**src/rtl/fifo_pkt_ctrl_if.sv**
```systemverilog
// Signal bundle between the packet controller, its sample FIFO and the framer stream.
// master = controller side, slave = FIFO/framer/environment side.
interface fifo_pkt_ctrl_if #(
    parameter int DATA_WIDTH = 64
);
    logic                  enable;
    logic                  fifo_we;
    logic                  fifo_full;
    logic                  fifo_empty;
    logic                  fifo_re;
    logic [DATA_WIDTH-1:0] fifo_dout;
    logic [DATA_WIDTH-1:0] m_tdata;
    logic                  m_tvalid;
    logic                  m_tready;
    logic                  m_tlast;
    logic [47:0]           pkt_count;
    logic [31:0]           drop_count;
    logic                  busy;

    modport master (
        input  enable, fifo_we, fifo_full, fifo_empty, fifo_dout, m_tready,
        output fifo_re, m_tdata, m_tvalid, m_tlast, pkt_count, drop_count, busy
    );

    modport slave (
        output enable, fifo_we, fifo_full, fifo_empty, fifo_dout, m_tready,
        input  fifo_re, m_tdata, m_tvalid, m_tlast, pkt_count, drop_count, busy
    );
endinterface

```
**src/rtl/fifo_pkt_ctrl.sv**
```systemverilog
// Read-side packet controller: drains PKT_WORDS buffered samples behind a sequence-numbered
// header into a valid/ready stream, tracking FIFO occupancy and counting dropped writes.
module fifo_pkt_ctrl #(
    parameter int DATA_WIDTH = 64,
    parameter int DEPTH      = 1024,
    parameter int PKT_WORDS  = 128
) (
    input  logic            clk,
    input  logic            rst_n,
    fifo_pkt_ctrl_if.master bus
);
    localparam int          OW      = $clog2(DEPTH) + 1;
    localparam int          RW      = $clog2(PKT_WORDS + 1);
    localparam logic [15:0] HDR_TAG = 16'h6E58;

    typedef enum logic [1:0] {IDLE, HEADER, PAYLOAD} state_t;
    typedef struct packed {
        logic                  last;
        logic [DATA_WIDTH-1:0] data;
    } ent_t;

    state_t                state_q, state_d;
    logic [OW-1:0]         occ_q, occ_d;
    logic [RW-1:0]         rem_q, rem_d;
    ent_t [1:0]            q_q, q_d;
    logic [1:0]            cnt_q, cnt_d;
    logic                  fly_q, fly_last_q;
    logic [47:0]           pkt_q;
    logic [31:0]           drop_q;

    ent_t                  head, in_ent;
    logic                  tvalid, pop, credit, push, hdr_push, re, re_last;
    logic [2:0]            fill;
    logic [DATA_WIDTH-1:0] hdr;

    // The word returning from the FIFO counts as queued in its arrival cycle, so an
    // empty queue bypasses it straight to the output.
    always_comb begin
        head.data = bus.fifo_dout;
        head.last = fly_last_q;
        if (cnt_q != 2'd0) head = q_q[0];
        tvalid = (cnt_q != 2'd0) || fly_q;
        pop    = tvalid && bus.m_tready;
        fill   = 3'(cnt_q) + 3'(fly_q) - 3'(pop);
        credit = fill < 3'd2;
        hdr          = '0;
        hdr[63:48]   = HDR_TAG;
        hdr[47:0]    = pkt_q;
    end

    always_comb begin
        state_d  = state_q;
        rem_d    = rem_q;
        re       = 1'b0;
        re_last  = 1'b0;
        hdr_push = 1'b0;
        case (state_q)
            IDLE: begin
                if (bus.enable && occ_q >= OW'(PKT_WORDS)) state_d = HEADER;
            end
            HEADER: begin
                // Wait for the previous packet's tlast beat to leave so pkt_count is current.
                if (credit && cnt_q == 2'd0 && !fly_q) begin
                    hdr_push = 1'b1;
                    rem_d    = RW'(PKT_WORDS);
                    state_d  = PAYLOAD;
                end
            end
            PAYLOAD: begin
                if (credit) begin
                    re      = 1'b1;
                    re_last = (rem_q == RW'(1));
                    rem_d   = rem_q - RW'(1);
                    if (re_last) state_d = IDLE;
                end
            end
            default: state_d = IDLE;
        endcase
    end

    always_comb begin
        q_d    = q_q;
        cnt_d  = cnt_q;
        push   = hdr_push || fly_q;
        in_ent.data = hdr_push ? hdr : bus.fifo_dout;
        in_ent.last = hdr_push ? 1'b0 : fly_last_q;
        if (pop) begin
            if (cnt_q != 2'd0) begin
                q_d[0] = q_q[1];
                cnt_d  = cnt_q - 2'd1;
            end else begin
                push = 1'b0;
            end
        end
        if (push) begin
            q_d[cnt_d[0]] = in_ent;
            cnt_d         = cnt_d + 2'd1;
        end
        occ_d = occ_q;
        if ((bus.fifo_we && !bus.fifo_full) && !(re && !bus.fifo_empty)) occ_d = occ_q + OW'(1);
        if (!(bus.fifo_we && !bus.fifo_full) && (re && !bus.fifo_empty)) occ_d = occ_q - OW'(1);
    end

    always_ff @(posedge clk) begin
        if (!rst_n) begin
            state_q    <= IDLE;
            occ_q      <= '0;
            rem_q      <= '0;
            q_q        <= '0;
            cnt_q      <= '0;
            fly_q      <= 1'b0;
            fly_last_q <= 1'b0;
            pkt_q      <= '0;
            drop_q     <= '0;
        end else begin
            state_q    <= state_d;
            occ_q      <= occ_d;
            rem_q      <= rem_d;
            q_q        <= q_d;
            cnt_q      <= cnt_d;
            fly_q      <= re;
            fly_last_q <= re_last;
            if (pop && head.last) pkt_q <= pkt_q + 48'd1;
            if (bus.fifo_we && bus.fifo_full && drop_q != 32'hFFFF_FFFF) drop_q <= drop_q + 32'd1;
        end
    end

    assign bus.fifo_re    = re;
    assign bus.m_tdata    = head.data;
    assign bus.m_tlast    = head.last;
    assign bus.m_tvalid   = tvalid;
    assign bus.pkt_count  = pkt_q;
    assign bus.drop_count = drop_q;
    assign bus.busy       = (state_q != IDLE) || (cnt_q != 2'd0) || fly_q;
endmodule

```
**src/flat_wrapper.sv**
```systemverilog
// flat-port wrapper written by rule: the top's interface ports become plain ports
module fifo_pkt_ctrl_flat 
#(
    parameter int DATA_WIDTH = 64,
    parameter int DEPTH      = 1024,
    parameter int PKT_WORDS  = 128
)
  (clk, rst_n, bus_enable, bus_fifo_we, bus_fifo_full, bus_fifo_empty, bus_fifo_dout, bus_m_tready, bus_fifo_re, bus_m_tdata, bus_m_tvalid, bus_m_tlast, bus_pkt_count, bus_drop_count, bus_busy);
  fifo_pkt_ctrl_if #(.DATA_WIDTH(DATA_WIDTH)) bus_i ();
  input  logic clk;
  input  logic rst_n;
  input wire logic [$bits(bus_i.enable)-1:0] bus_enable;
  input wire logic [$bits(bus_i.fifo_we)-1:0] bus_fifo_we;
  input wire logic [$bits(bus_i.fifo_full)-1:0] bus_fifo_full;
  input wire logic [$bits(bus_i.fifo_empty)-1:0] bus_fifo_empty;
  input wire logic [$bits(bus_i.fifo_dout)-1:0] bus_fifo_dout;
  input wire logic [$bits(bus_i.m_tready)-1:0] bus_m_tready;
  output wire logic [$bits(bus_i.fifo_re)-1:0] bus_fifo_re;
  output wire logic [$bits(bus_i.m_tdata)-1:0] bus_m_tdata;
  output wire logic [$bits(bus_i.m_tvalid)-1:0] bus_m_tvalid;
  output wire logic [$bits(bus_i.m_tlast)-1:0] bus_m_tlast;
  output wire logic [$bits(bus_i.pkt_count)-1:0] bus_pkt_count;
  output wire logic [$bits(bus_i.drop_count)-1:0] bus_drop_count;
  output wire logic [$bits(bus_i.busy)-1:0] bus_busy;
  assign bus_i.enable = bus_enable;
  assign bus_i.fifo_we = bus_fifo_we;
  assign bus_i.fifo_full = bus_fifo_full;
  assign bus_i.fifo_empty = bus_fifo_empty;
  assign bus_i.fifo_dout = bus_fifo_dout;
  assign bus_i.m_tready = bus_m_tready;
  assign bus_fifo_re = bus_i.fifo_re;
  assign bus_m_tdata = bus_i.m_tdata;
  assign bus_m_tvalid = bus_i.m_tvalid;
  assign bus_m_tlast = bus_i.m_tlast;
  assign bus_pkt_count = bus_i.pkt_count;
  assign bus_drop_count = bus_i.drop_count;
  assign bus_busy = bus_i.busy;
  fifo_pkt_ctrl #(.DATA_WIDTH(DATA_WIDTH), .DEPTH(DEPTH), .PKT_WORDS(PKT_WORDS)) u_core (.clk(clk), .rst_n(rst_n), .bus(bus_i));
endmodule
```
**config.mk**
```make
export PLATFORM = sky130hd
export DESIGN_NAME = fifo_pkt_ctrl_flat
export DESIGN_NICKNAME = d
export VERILOG_FILES = /design/src/rtl/fifo_pkt_ctrl_if.sv /design/src/rtl/fifo_pkt_ctrl.sv /design/src/flat_wrapper.sv
export SDC_FILE = /design/constraint.sdc
export NUM_CORES = 1
export LEC_CHECK = 0
export ABC_AREA = 1
export CAP_MARGIN = 0
export CORE_MARGIN = 3
export CORE_UTILIZATION = 45
export DETAILED_ROUTE_END_ITERATION = 8
export DONT_BUFFER_PORTS = 1
export PLACE_DENSITY = 0.7
export SYNTH_ARGS = -nofsm -noshare
export SYNTH_HDL_FRONTEND = slang
export SYNTH_SLANG_ARGS = --single-unit
```
**constraint.sdc**
```tcl
create_clock -name clk -period 4.4 [get_ports clk]
set_input_delay 0.88 -clock clk [delete_from_list [all_inputs] [get_ports clk]]
set_output_delay 0.88 -clock clk [all_outputs]
set_load 0.01 [all_outputs]
```
# Word-level counts from Yosys, hierarchy flattened
# Cells that the tools add are included.
# W data, S select, Z words.
[op_classes]
add_sub_neg = 9
mux = 28
reduce_logical = 30
n_eq_ne = 8
order_cmp = 4
[op_table]
columns = ["cell", "count"]
rows = [
  ["$mux W65", 5],
  ["$bwmux W130", 1],
  ["$demux W65 S1", 1],
  ["$mux W64", 1],
  ["$add A48 B1 Y48 const B", 1],
  ["$add A32 B1 Y32 const B", 1],
  ["$ne A32 B32 Y1 const B", 1],
  ["$mux W11", 2],
  ["$mux W8", 2],
  ["$pmux W8 S2", 1],
  ["$mux W2", 7],
  ["$logic_and A1 B1 Y1", 12],
  ["$add A11 B1 Y11 const B", 1],
  ["$ge A11 B8 Y1 const B", 1],
  ["$sub A11 B1 Y11 const B", 1],
  ["$eq A8 B1 Y1 const B", 1],
  ["$ne A2 B1 Y1 const B", 4],
  ["$reduce_bool A2 Y1", 4],
  ["$sub A8 B1 Y8 const B", 1],
  ["$mux W1", 7],
  ["$pmux W2 S3", 1],
  ["$reduce_and A3 Y1", 2],
  ["$logic_not A1 Y1", 5],
  ["$logic_not A2 Y1", 2],
  ["other kinds (11)", 14],
]
[word_totals]
out_inout_bits = 148
input_bits = 71
wordCells = 91
register_bits = 235

# Logic depth before layout (Yosys ltp)
# Gate-level depths: netlist of run 1.
[logic_depth]
ltp_word = 13
depth_mapped = 28
depth_no_buf = 27

# Worst setup path before layout of run 1
# OpenSTA, ideal clock, no wires.
[synth_timing]
path_kind = "input -> register"
from = "in bus_m_tready"
to = "reg u_core.occ_q[8]"
required_time_ns = 4.291
setup_slack_ns = 0.144
t_arrival_ns = 4.147
setup_ns = 0.109
cell_stages = 23
n_path_buf = 2
path_cell_list = "nand2_1 -> inv_1 -> ha_1 -> or2_2 -> fa_1 -> nand3_2 -> nor2_1 -> inv_1 -> nor2_1 -> ha_1 -> buf_2 -> buf_2 -> nor2_1 -> nor2_1 -> ha_1 -> a21o_1 -> nand3_1 -> o21ai_0 -> nand2_1 -> nand3_1 -> nand3_1 -> nand2_1 -> inv_1"
[synth_between]
elab_chain_len = 9
word_cells_on_any_way = 11
cone_classes = "add/sub: 1; order compare: 1; mux: 3; reduce/logical: 6"
[synth_rtl]
columns = ["item", "line_no", "source"]
rows = [
  ["from (decl)", "flat_wrapper.sv:17", "input wire logic [$bits(bus_i.m_tready)-1:0] bus_m_tready;"],
  ["$logic_and A1 B1 Y1 (*)", "fifo_pkt_ctrl.sv:43", "pop = tvalid && bus.m_tready;"],
  ["$sub A3 B1 Y3 (*)", "fifo_pkt_ctrl.sv:44", "fill = 3'(cnt_q) + 3'(fly_q) - 3'(pop);"],
  ["$lt A3 B2 Y1 (*)", "fifo_pkt_ctrl.sv:45", "credit = fill < 3'd2;"],
  ["$mux W1 (*)", "fifo_pkt_ctrl.sv:70", "if (credit) begin"],
  ["$mux W1 (*)", "fifo_pkt_ctrl.sv:57", "case (state_q)"],
  ["net bus_fifo_re", "flat_wrapper.sv:18", "output wire logic [$bits(bus_i.fifo_re)-1:0] bus_fifo_re;"],
  ["$logic_and A1 B1 Y1 (*)", "fifo_pkt_ctrl.sv:100, fifo_pkt_ctrl.sv:101", ""],
  ["$logic_not A1 Y1", "fifo_pkt_ctrl.sv:100", "if ((bus.fifo_we && !bus.fifo_full) && !(re && !bus.fifo_empty)) occ_d = occ_q + OW'(1);"],
  ["$logic_and A1 B1 Y1", "fifo_pkt_ctrl.sv:100", ""],
  ["$reduce_bool A2 Y1 (no line)", "-", ""],
  ["to (signal assigned)", "fifo_pkt_ctrl.sv:107", "occ_q <= '0;"],
  ["to (signal assigned)", "fifo_pkt_ctrl.sv:117", "occ_q <= occ_d;"],
  ["to (decl)", "fifo_pkt_ctrl.sv:23", "logic [OW-1:0] occ_q, occ_d;"],
]
# The timed path passes the listed nets; every way through them passes the cells marked *.
# A chain may end at the register's enable or synchronous reset.

# Worst setup path in the final report of run 1
[layout_timing]
from = "reg u_core.cnt_q[1]"
to = "reg u_core.occ_q[8]"
[layout_between]
elab_chain_len = 11
word_cells_on_any_way = 14
cone_classes = "add/sub: 2; order compare: 1; mux: 3; reduce/logical: 8"
[layout_rtl]
columns = ["item", "line_no", "source"]
rows = [
  ["from (decl)", "fifo_pkt_ctrl.sv:26", "logic [1:0] cnt_q, cnt_d;"],
  ["from (signal assigned)", "fifo_pkt_ctrl.sv:120", "cnt_q <= cnt_d;"],
  ["$reduce_bool A2 Y1 (*)", "fifo_pkt_ctrl.sv:42", "tvalid = (cnt_q != 2'd0) || fly_q;"],
  ["$logic_or A1 B1 Y1 (*)", "fifo_pkt_ctrl.sv:42", ""],
  ["net bus_m_tvalid", "flat_wrapper.sv:20", "output wire logic [$bits(bus_i.m_tvalid)-1:0] bus_m_tvalid;"],
  ["$logic_and A1 B1 Y1 (*)", "fifo_pkt_ctrl.sv:43", ""],
  ["$sub A3 B1 Y3 (*)", "fifo_pkt_ctrl.sv:44", ""],
  ["$lt A3 B2 Y1 (*)", "fifo_pkt_ctrl.sv:45", ""],
  ["$mux W1 (*)", "fifo_pkt_ctrl.sv:70", ""],
  ["$mux W1 (*)", "fifo_pkt_ctrl.sv:57", ""],
  ["$logic_and A1 B1 Y1 (*)", "fifo_pkt_ctrl.sv:100, fifo_pkt_ctrl.sv:101", ""],
  ["$logic_not A1 Y1", "fifo_pkt_ctrl.sv:100", ""],
  ["$logic_and A1 B1 Y1", "fifo_pkt_ctrl.sv:100", ""],
  ["$reduce_bool A2 Y1 (no line)", "-", ""],
]
# Marked as above.

==> metrics.txt, run 1 <==
Leak=6.76 nW; Pre-Repair DR Iteration Count=6; Initial Util=0.463; Yosys warnings=0; Routed Antenna Nets=0; worst setup path category=flip-flop to flip-flop; switching pwr=between 3 and 4 mW; # H-tree levels=1; Simple-Gate Fraction of Synth Area=0.369; Synth async-reset ratio=0; period utilization=0.904; xor/xnor share of the synthesized area=0.0207; max-cap violations=0; worst path required time=a little under 5 ns; area grow syn2layout=8.21%; Slew HR=0.278; Mapped Area=about 14000 um^2; register share of total power=0.329; first-pass GRT wire length=65800 um; core footprint=between 30000 and 40000 um^2; GRT Util Overall=0.239; Post-DP HPWL=around 29000 um; WL/cell=between 15 and 20 um; Arr. time, crit path=4.42 ns; total power=slightly above 8 mW; setup tns final=0 ns; Fin. Hold Viols=0; commonest non-fill, non-tap cell in the layout=nand2_1; Post-CTS Resized=0; row count=63; cts bufs inserted=28; Max Clock Freq=0.251 GHz; Yosys top cell by area=dfxtp_1; EDFF count, synth=0; Worst Hold Class=primary input to flip-flop; clk sinks=between 200 and 250; number of global-route vias before repair=around 13000; Yosys cell types=35; post-CTS setup buffer count=0; clock power share=0.274; Int Pwr=around 4.8 mW; clock latency on the worst-skew pair=about 0.56 ns; critical path fanouts, max=6; post-synthesis compound-gate area fraction=0.142; most frequent cells in the layout=nand2_1 (859), inv_1 (309), nor2_1 (307); CTS Buffer Depth=3; Synth Flop Type=dfxtp_1; RSZ-0062 raised after global routing=false; # port buffers=0; flops & latches, synth=around 240; Setup Skew=roughly 0.026 ns; n_diodes=0; Worst-Margin Slew=between 1 and 1.5 ns; Die W=roughly 180 um; pwr dens=549 nW/um^2; crit start category=flip-flop; Syn Area/Cell=a little under 6 um^2; gate count after technology mapping=2398; GRT Residual Overflow=0; initial antenna violation count=0; Vias/cell=between 5 and 6; Die Ht=between 150 and 200 um; Max IR drop VDD=roughly 500 uV; mux contribution to synthesized area=0; clk root buf=clkbuf_16; largest net degree at the start of global routing=around 110; post-synthesis net count=about 2500; Worst Setup End Kind=flip-flop; fin. max-slew vios=0; WL final=around 42000 um; combinational share of power=0.397; routability cong.=0.924; Synth top area share=0.338; switch share=0.415; drt first-iter violations=1090; CTS tree=done; # hold bufs at CTS=0; post-synthesis adder-cell area fraction=0.0122; status=finished clean; layout cell share with drive strength beyond 1=0.0336; via count=approximately 14000; post-synthesis sequential area ratio=0.338; clock-pin transition on the worst setup and hold timing paths=around 0.06 ns; final setup violation count=0; drt drc=0; I/O Pins=approximately 220; post-layout minimum cycle time=roughly 4.0 ns; Total Nets Final=2419; Synth area leaders=dfxtp_1 (34%), nand2_1 (23%), inv_1 (8.4%); largest family of logic cells by synthesized area=simple AND/OR/NAND/NOR gates; area of the die=between 30000 and 40000 um^2
## cells in the mapped netlist (2+ instances only)
master and instances:
buf_2 24, inv_1 311, ha_1 12, buf_6 4
nand2_1 861, and3_1 2, nor2_1 308, inv_2 2
clkbuf_1 81, nor3_1 15, nand2_2 3, nor4_1 2
nand4_1 25, nand3_1 72, o21bai_1 2, a21oi_1 160
nand3b_1 8, buf_1 3, o21ai_0 221, xor2_1 29
a21boi_0 2, dfxtp_1 235, xnor2_1 4
## layout make-up
cell class / instances / area, um^2
fill: 3216 / 15000
clock inverter: 6 / 70.1
sequential: 235 / 4700
timing repair buffer: 19 / 205
tap: 390 / 488
clock buffer: 41 / 830
inverter: 314 / 1180
multi-input combinational: 1737 / 7600
## state kept, by name, summed over array words and instances (netlist names)
signal,flops
u_core.bus.drop_count,32
u_core.bus.pkt_count,48
u_core.cnt_q,2
u_core.fly_last_q,1
u_core.fly_q,1
u_core.occ_q,11
u_core.q_q,130
u_core.rem_q,8
u_core.state_q,2
## final timing paths
kind,start,to,slack (ns),depth (start not counted)
max,u_core.cnt_q[1],u_core.occ_q[8],0.42,23
min,rst_n,u_core.q_q[61],0.45,2
min reg2reg,u_core.rem_q[7],u_core.rem_q[7],0.47,2
max reg2reg,u_core.cnt_q[1],u_core.occ_q[8],0.42,23
## kinds of logic after synthesis
logic type      after synthesis
buf+inv                     426
fa+ha+maj                    13
compound gates              389
xor+xnor                     33
simple gates               1302
flops                       235
## worst max-delay path, stage by stage (launching register included)
cell and delay, ns:
dfxtp_1 0.48, nor2_4 0.06, nand2_2 0.17, nand2_1 0.10, inv_1 0.08, ha_1 0.21, or2_2 0.30, fa_1 0.50
nand3_2 0.13, nor2_1 0.14, inv_1 0.09, nor2_1 0.14, ha_2 0.26, nor2_1 0.05, nor2_1 0.14, ha_1 0.17
a21o_1 0.15, nand3_1 0.11, o21ai_0 0.16, nand2_1 0.13, nand3_1 0.11, nand3_1 0.08, nand2_1 0.07, inv_1 0.03
## metal layers
| layer | up-vias | GRT usage | routed length, um |
|---|---|---|---|
| li1 | 7275 | - | - |
| met1 | 6323 | 0.314 | 18300 |
| met2 | 429 | 0.387 | 18600 |
| met3 | 68 | 0.0691 | 3770 |
| met4 | 0 | 0.0619 | 1120 |
| met5 | - | 0 | 0 |
## power by group through the flow
stage / Clock, mW / Combinational [mW] / Sequential [mW]
6_report: 2.27 / 3.29 / 2.72
5_1_grt: 2.41 / 3.76 / 2.77
4_1_cts: 2.33 / 3.28 / 2.72
3_5_place_dp: 0 / 3.25 / 2.76
3_3_place_gp: 0 / 3.19 / 2.75
2_1_floorplan: 0 / 2.64 / 2.71
## through the flow
stage / worst slack, ns / area (um^2) / std cells / util / hold slack (ns)
2_1_floorplan: 0.144 / 13900 / 2398 / - / 0.445
3_3_place_gp: 0.320 / 14200 / 2695 / 0.471 / 0.455
3_5_place_dp: 0.269 / 14200 / 2695 / 0.471 / 0.468
4_1_cts: 0.408 / 15100 / 2742 / 0.501 / 0.413
5_1_grt: 0.00302 / 15100 / 2742 / 0.501 / 0.438
6_report: 0.421 / 15100 / 2742 / 0.501 / 0.450
Note: power is estimated with default switching activity, not from simulation.
==> run 2, diff against run 1 <==
--- a/config.mk
+++ b/config.mk
@@ -7,6 +7,7 @@
 export LEC_CHECK = 0
 export ABC_AREA = 1
 export CAP_MARGIN = 0
+export CORE_ASPECT_RATIO = 1.75
 export CORE_MARGIN = 3
 export CORE_UTILIZATION = 45
 export DETAILED_ROUTE_END_ITERATION = 8
==> run 2 against run 1 <==
Cell count about the same; register-to-register slack barely moved; critical path depth unchanged; clock skew down 0.0077 ns; first-iteration DRC count decreased by 29%; flip-flop and latch count stayed put; critical endpoint unchanged; largest power group unchanged.
==> metrics.txt, run 2 (same netlist as run 1, synthesis figures left out) <==
drt drc=0 (unchanged); Vias/cell=5.18 (was 5.14); Int Pwr=4.74 mW (was 4.84 mW); Total Nets Final=2421 (was 2419); number of global-route vias before repair=13640 (was 12672); period utilization=0.906 (was 0.904); WL/cell=15.9 um (was 15.3 um); final setup violation count=0 (unchanged); max FFs per register=130 (unchanged); area of the multi-input gates=7600 um^2 (about the same); initial antenna violation count=0 (unchanged); Seq. cell area=4700 um^2 (unchanged); Setup Skew=0.0186 ns (was 0.0263 ns); total power=8.16 mW (was 8.28 mW); crit start category=flip-flop (unchanged); post-CTS setup buffer count=0 (unchanged); combinational share of power=0.403 (was 0.397); max-cap violations=0 (unchanged); switch share=0.419 (was 0.415); GRT Residual Overflow=0 (unchanged); area grow syn2layout=7.74% (was 8.21%); fin. max-slew vios=0 (unchanged); CTS tree=done (unchanged); status=finished clean (unchanged); setup tns final=0 ns (unchanged); Arr. time, crit path=4.41 ns (was 4.42 ns); final std cells w/o fill=2741 (was 2742); pwr dens=543 nW/um^2 (was 549 nW/um^2); cts bufs inserted=25 (was 28); Initial Util=0.460 (was 0.463); register name with the most flops=u_core.q_q (unchanged); Fin. Hold Viols=0 (unchanged); Pre-Repair DR Iteration Count=5 (was 6); I/O Pins=219 (unchanged); RSZ-0062 raised after global routing=false (unchanged); Max IR drop VDD=362 uV (was 496 uV); clock power share=0.263 (was 0.274); critical path fanouts, max=7 (was 6); GRT Util Overall=0.251 (was 0.239); post-layout minimum cycle time=3.99 ns (was 3.98 ns); Worst-Margin Slew=1.16 ns (was 1.08 ns); Leak=6.74 nW (was 6.76 nW); # H-tree levels=1 (unchanged); routability cong.=0.985 (was 0.924); clock-pin transition on the worst setup and hold timing paths=0.06 ns (about the same); Post-DP HPWL=31400 um (was 29200 um); # port buffers=0 (unchanged); Placed Instances=2697 (was 2695); CTS Buffer Depth=3 (unchanged); layout cell share with drive strength beyond 1=0.0344 (was 0.0336); largest net degree at the start of global routing=122 (was 114); n_diodes=0 (unchanged); Die Ht=239 um (was 182 um); Worst Hold Class=flip-flop to flip-flop (was primary input to flip-flop); Max Clock Freq=0.251 GHz (about the same); Die W=139 um (was 182 um); worst path required time=4.83 ns (was 4.84 ns); fin util=0.496 (was 0.501); fill cell count=3188 (was 3216); # hold bufs at CTS=0 (unchanged); clock latency on the worst-skew pair=0.54 ns (was 0.56 ns); first-pass GRT wire length=69000 um (was 65800 um); commonest non-fill, non-tap cell in the layout=nand2_1 (unchanged); via count=14204 (was 14095); Routed Antenna Nets=0 (unchanged); clk sinks=235 (unchanged); switching pwr=3.42 mW (was 3.44 mW); clk root buf=clkbuf_16 (unchanged); core footprint=30300 um^2 (was 30100 um^2); register share of total power=0.334 (was 0.329); row count=84 (was 63); worst setup path category=flip-flop to flip-flop (unchanged); WL final=43500 um (was 41800 um); drt first-iter violations=777 (was 1090); most frequent cells in the layout=nand2_1 (859), inv_1 (309), nor2_1 (308) (was nand2_1 (859), inv_1 (309), nor2_1 (307)); Worst Setup End Kind=flip-flop (unchanged); Slew HR=0.224 (was 0.278); area of the die=33200 um^2 (was 33100 um^2)
-- run 2: power by group through the flow --
stage | Sequential, mW | Clock (mW) | Combinational, mW
after global placement | 2.75 | 0 | 3.20
after CTS | 2.72 | 2.19 | 3.30
after floorplan | 2.71 | 0 | 2.64
after detailed placement | 2.76 | 0 | 3.28
final | 2.72 | 2.15 | 3.29
after global routing | 2.76 | 2.27 | 3.78
-- run 2: cell type report --
cell class,count,area share
multi-input cells,1737,0.506
flip-flops and latches,235,0.313
inverters,314,0.0787
clock buffers,34,0.0473
well taps,387,0.0323
repair buffers,24,0.0153
clock inverters,10,0.00708
-- run 2: routing by layer --
layer / part of all wire / track usage / routed length (um)
met1: 0.37 / 0.266 / 16000
met2: 0.50 / 0.459 / 22000
met3: 0.069 / 0.0570 / 3020
met4: 0.058 / 0.137 / 2510
met5: 0 / 0 / 0
-- run 2: through the flow --
| step | hold slack [ns] | setup WS [ns] | area, um^2 |
|---|---|---|---|
| floorplan | 0.445 | 0.144 | 13900 |
| finish | 0.465 | 0.412 | 15000 |
| CTS | 0.447 | 0.355 | 15000 |
| global route | 0.456 | 0.0202 | 15000 |
| global placement | 0.455 | 0.201 | 14200 |
| detailed placement | 0.456 | 0.150 | 14200 |
-- run 2: path summary, 6_finish.rpt --
| path | cells past startpoint | slack, ns | end | startpoint |
|---|---|---|---|---|
| setup reg to reg | 23 | 0.41 | u_core.occ_q[8] | u_core.cnt_q[1] |
| hold reg to reg | 2 | 0.46 | u_core.rem_q[7] | u_core.rem_q[7] |
| setup / recovery | 23 | 0.41 | u_core.occ_q[8] | u_core.cnt_q[1] |
| hold / removal | 2 | 0.46 | u_core.rem_q[7] | u_core.rem_q[7] |
-- run 2: timing repair --
| item | 4_1_cts | 5_1_grt |
|---|---|---|
| resized for setup | 0 | 1 |
| endpoints found under the hold margin | 0 | 0 |
| endpoints found under the setup margin | 0 | 3 |
-- run 2: worst max-delay path: stages (launching register included) --
cell     delay [ns]
dfxtp_1        0.46
nor2_4         0.05
nand2_2        0.17
nand2_1        0.10
inv_1          0.08
ha_1           0.22
or2_2          0.30
fa_1           0.51
nand3_2        0.13
nor2_1         0.16
inv_1          0.09
nor2_1         0.14
ha_2           0.30
nor2_1         0.06
nor2_1         0.14
ha_1           0.16
a21o_1         0.13
nand3_1        0.10
o21ai_0        0.16
nand2_1        0.14
nand3_1        0.11
nand3_1        0.08
nand2_1        0.07
inv_1          0.03
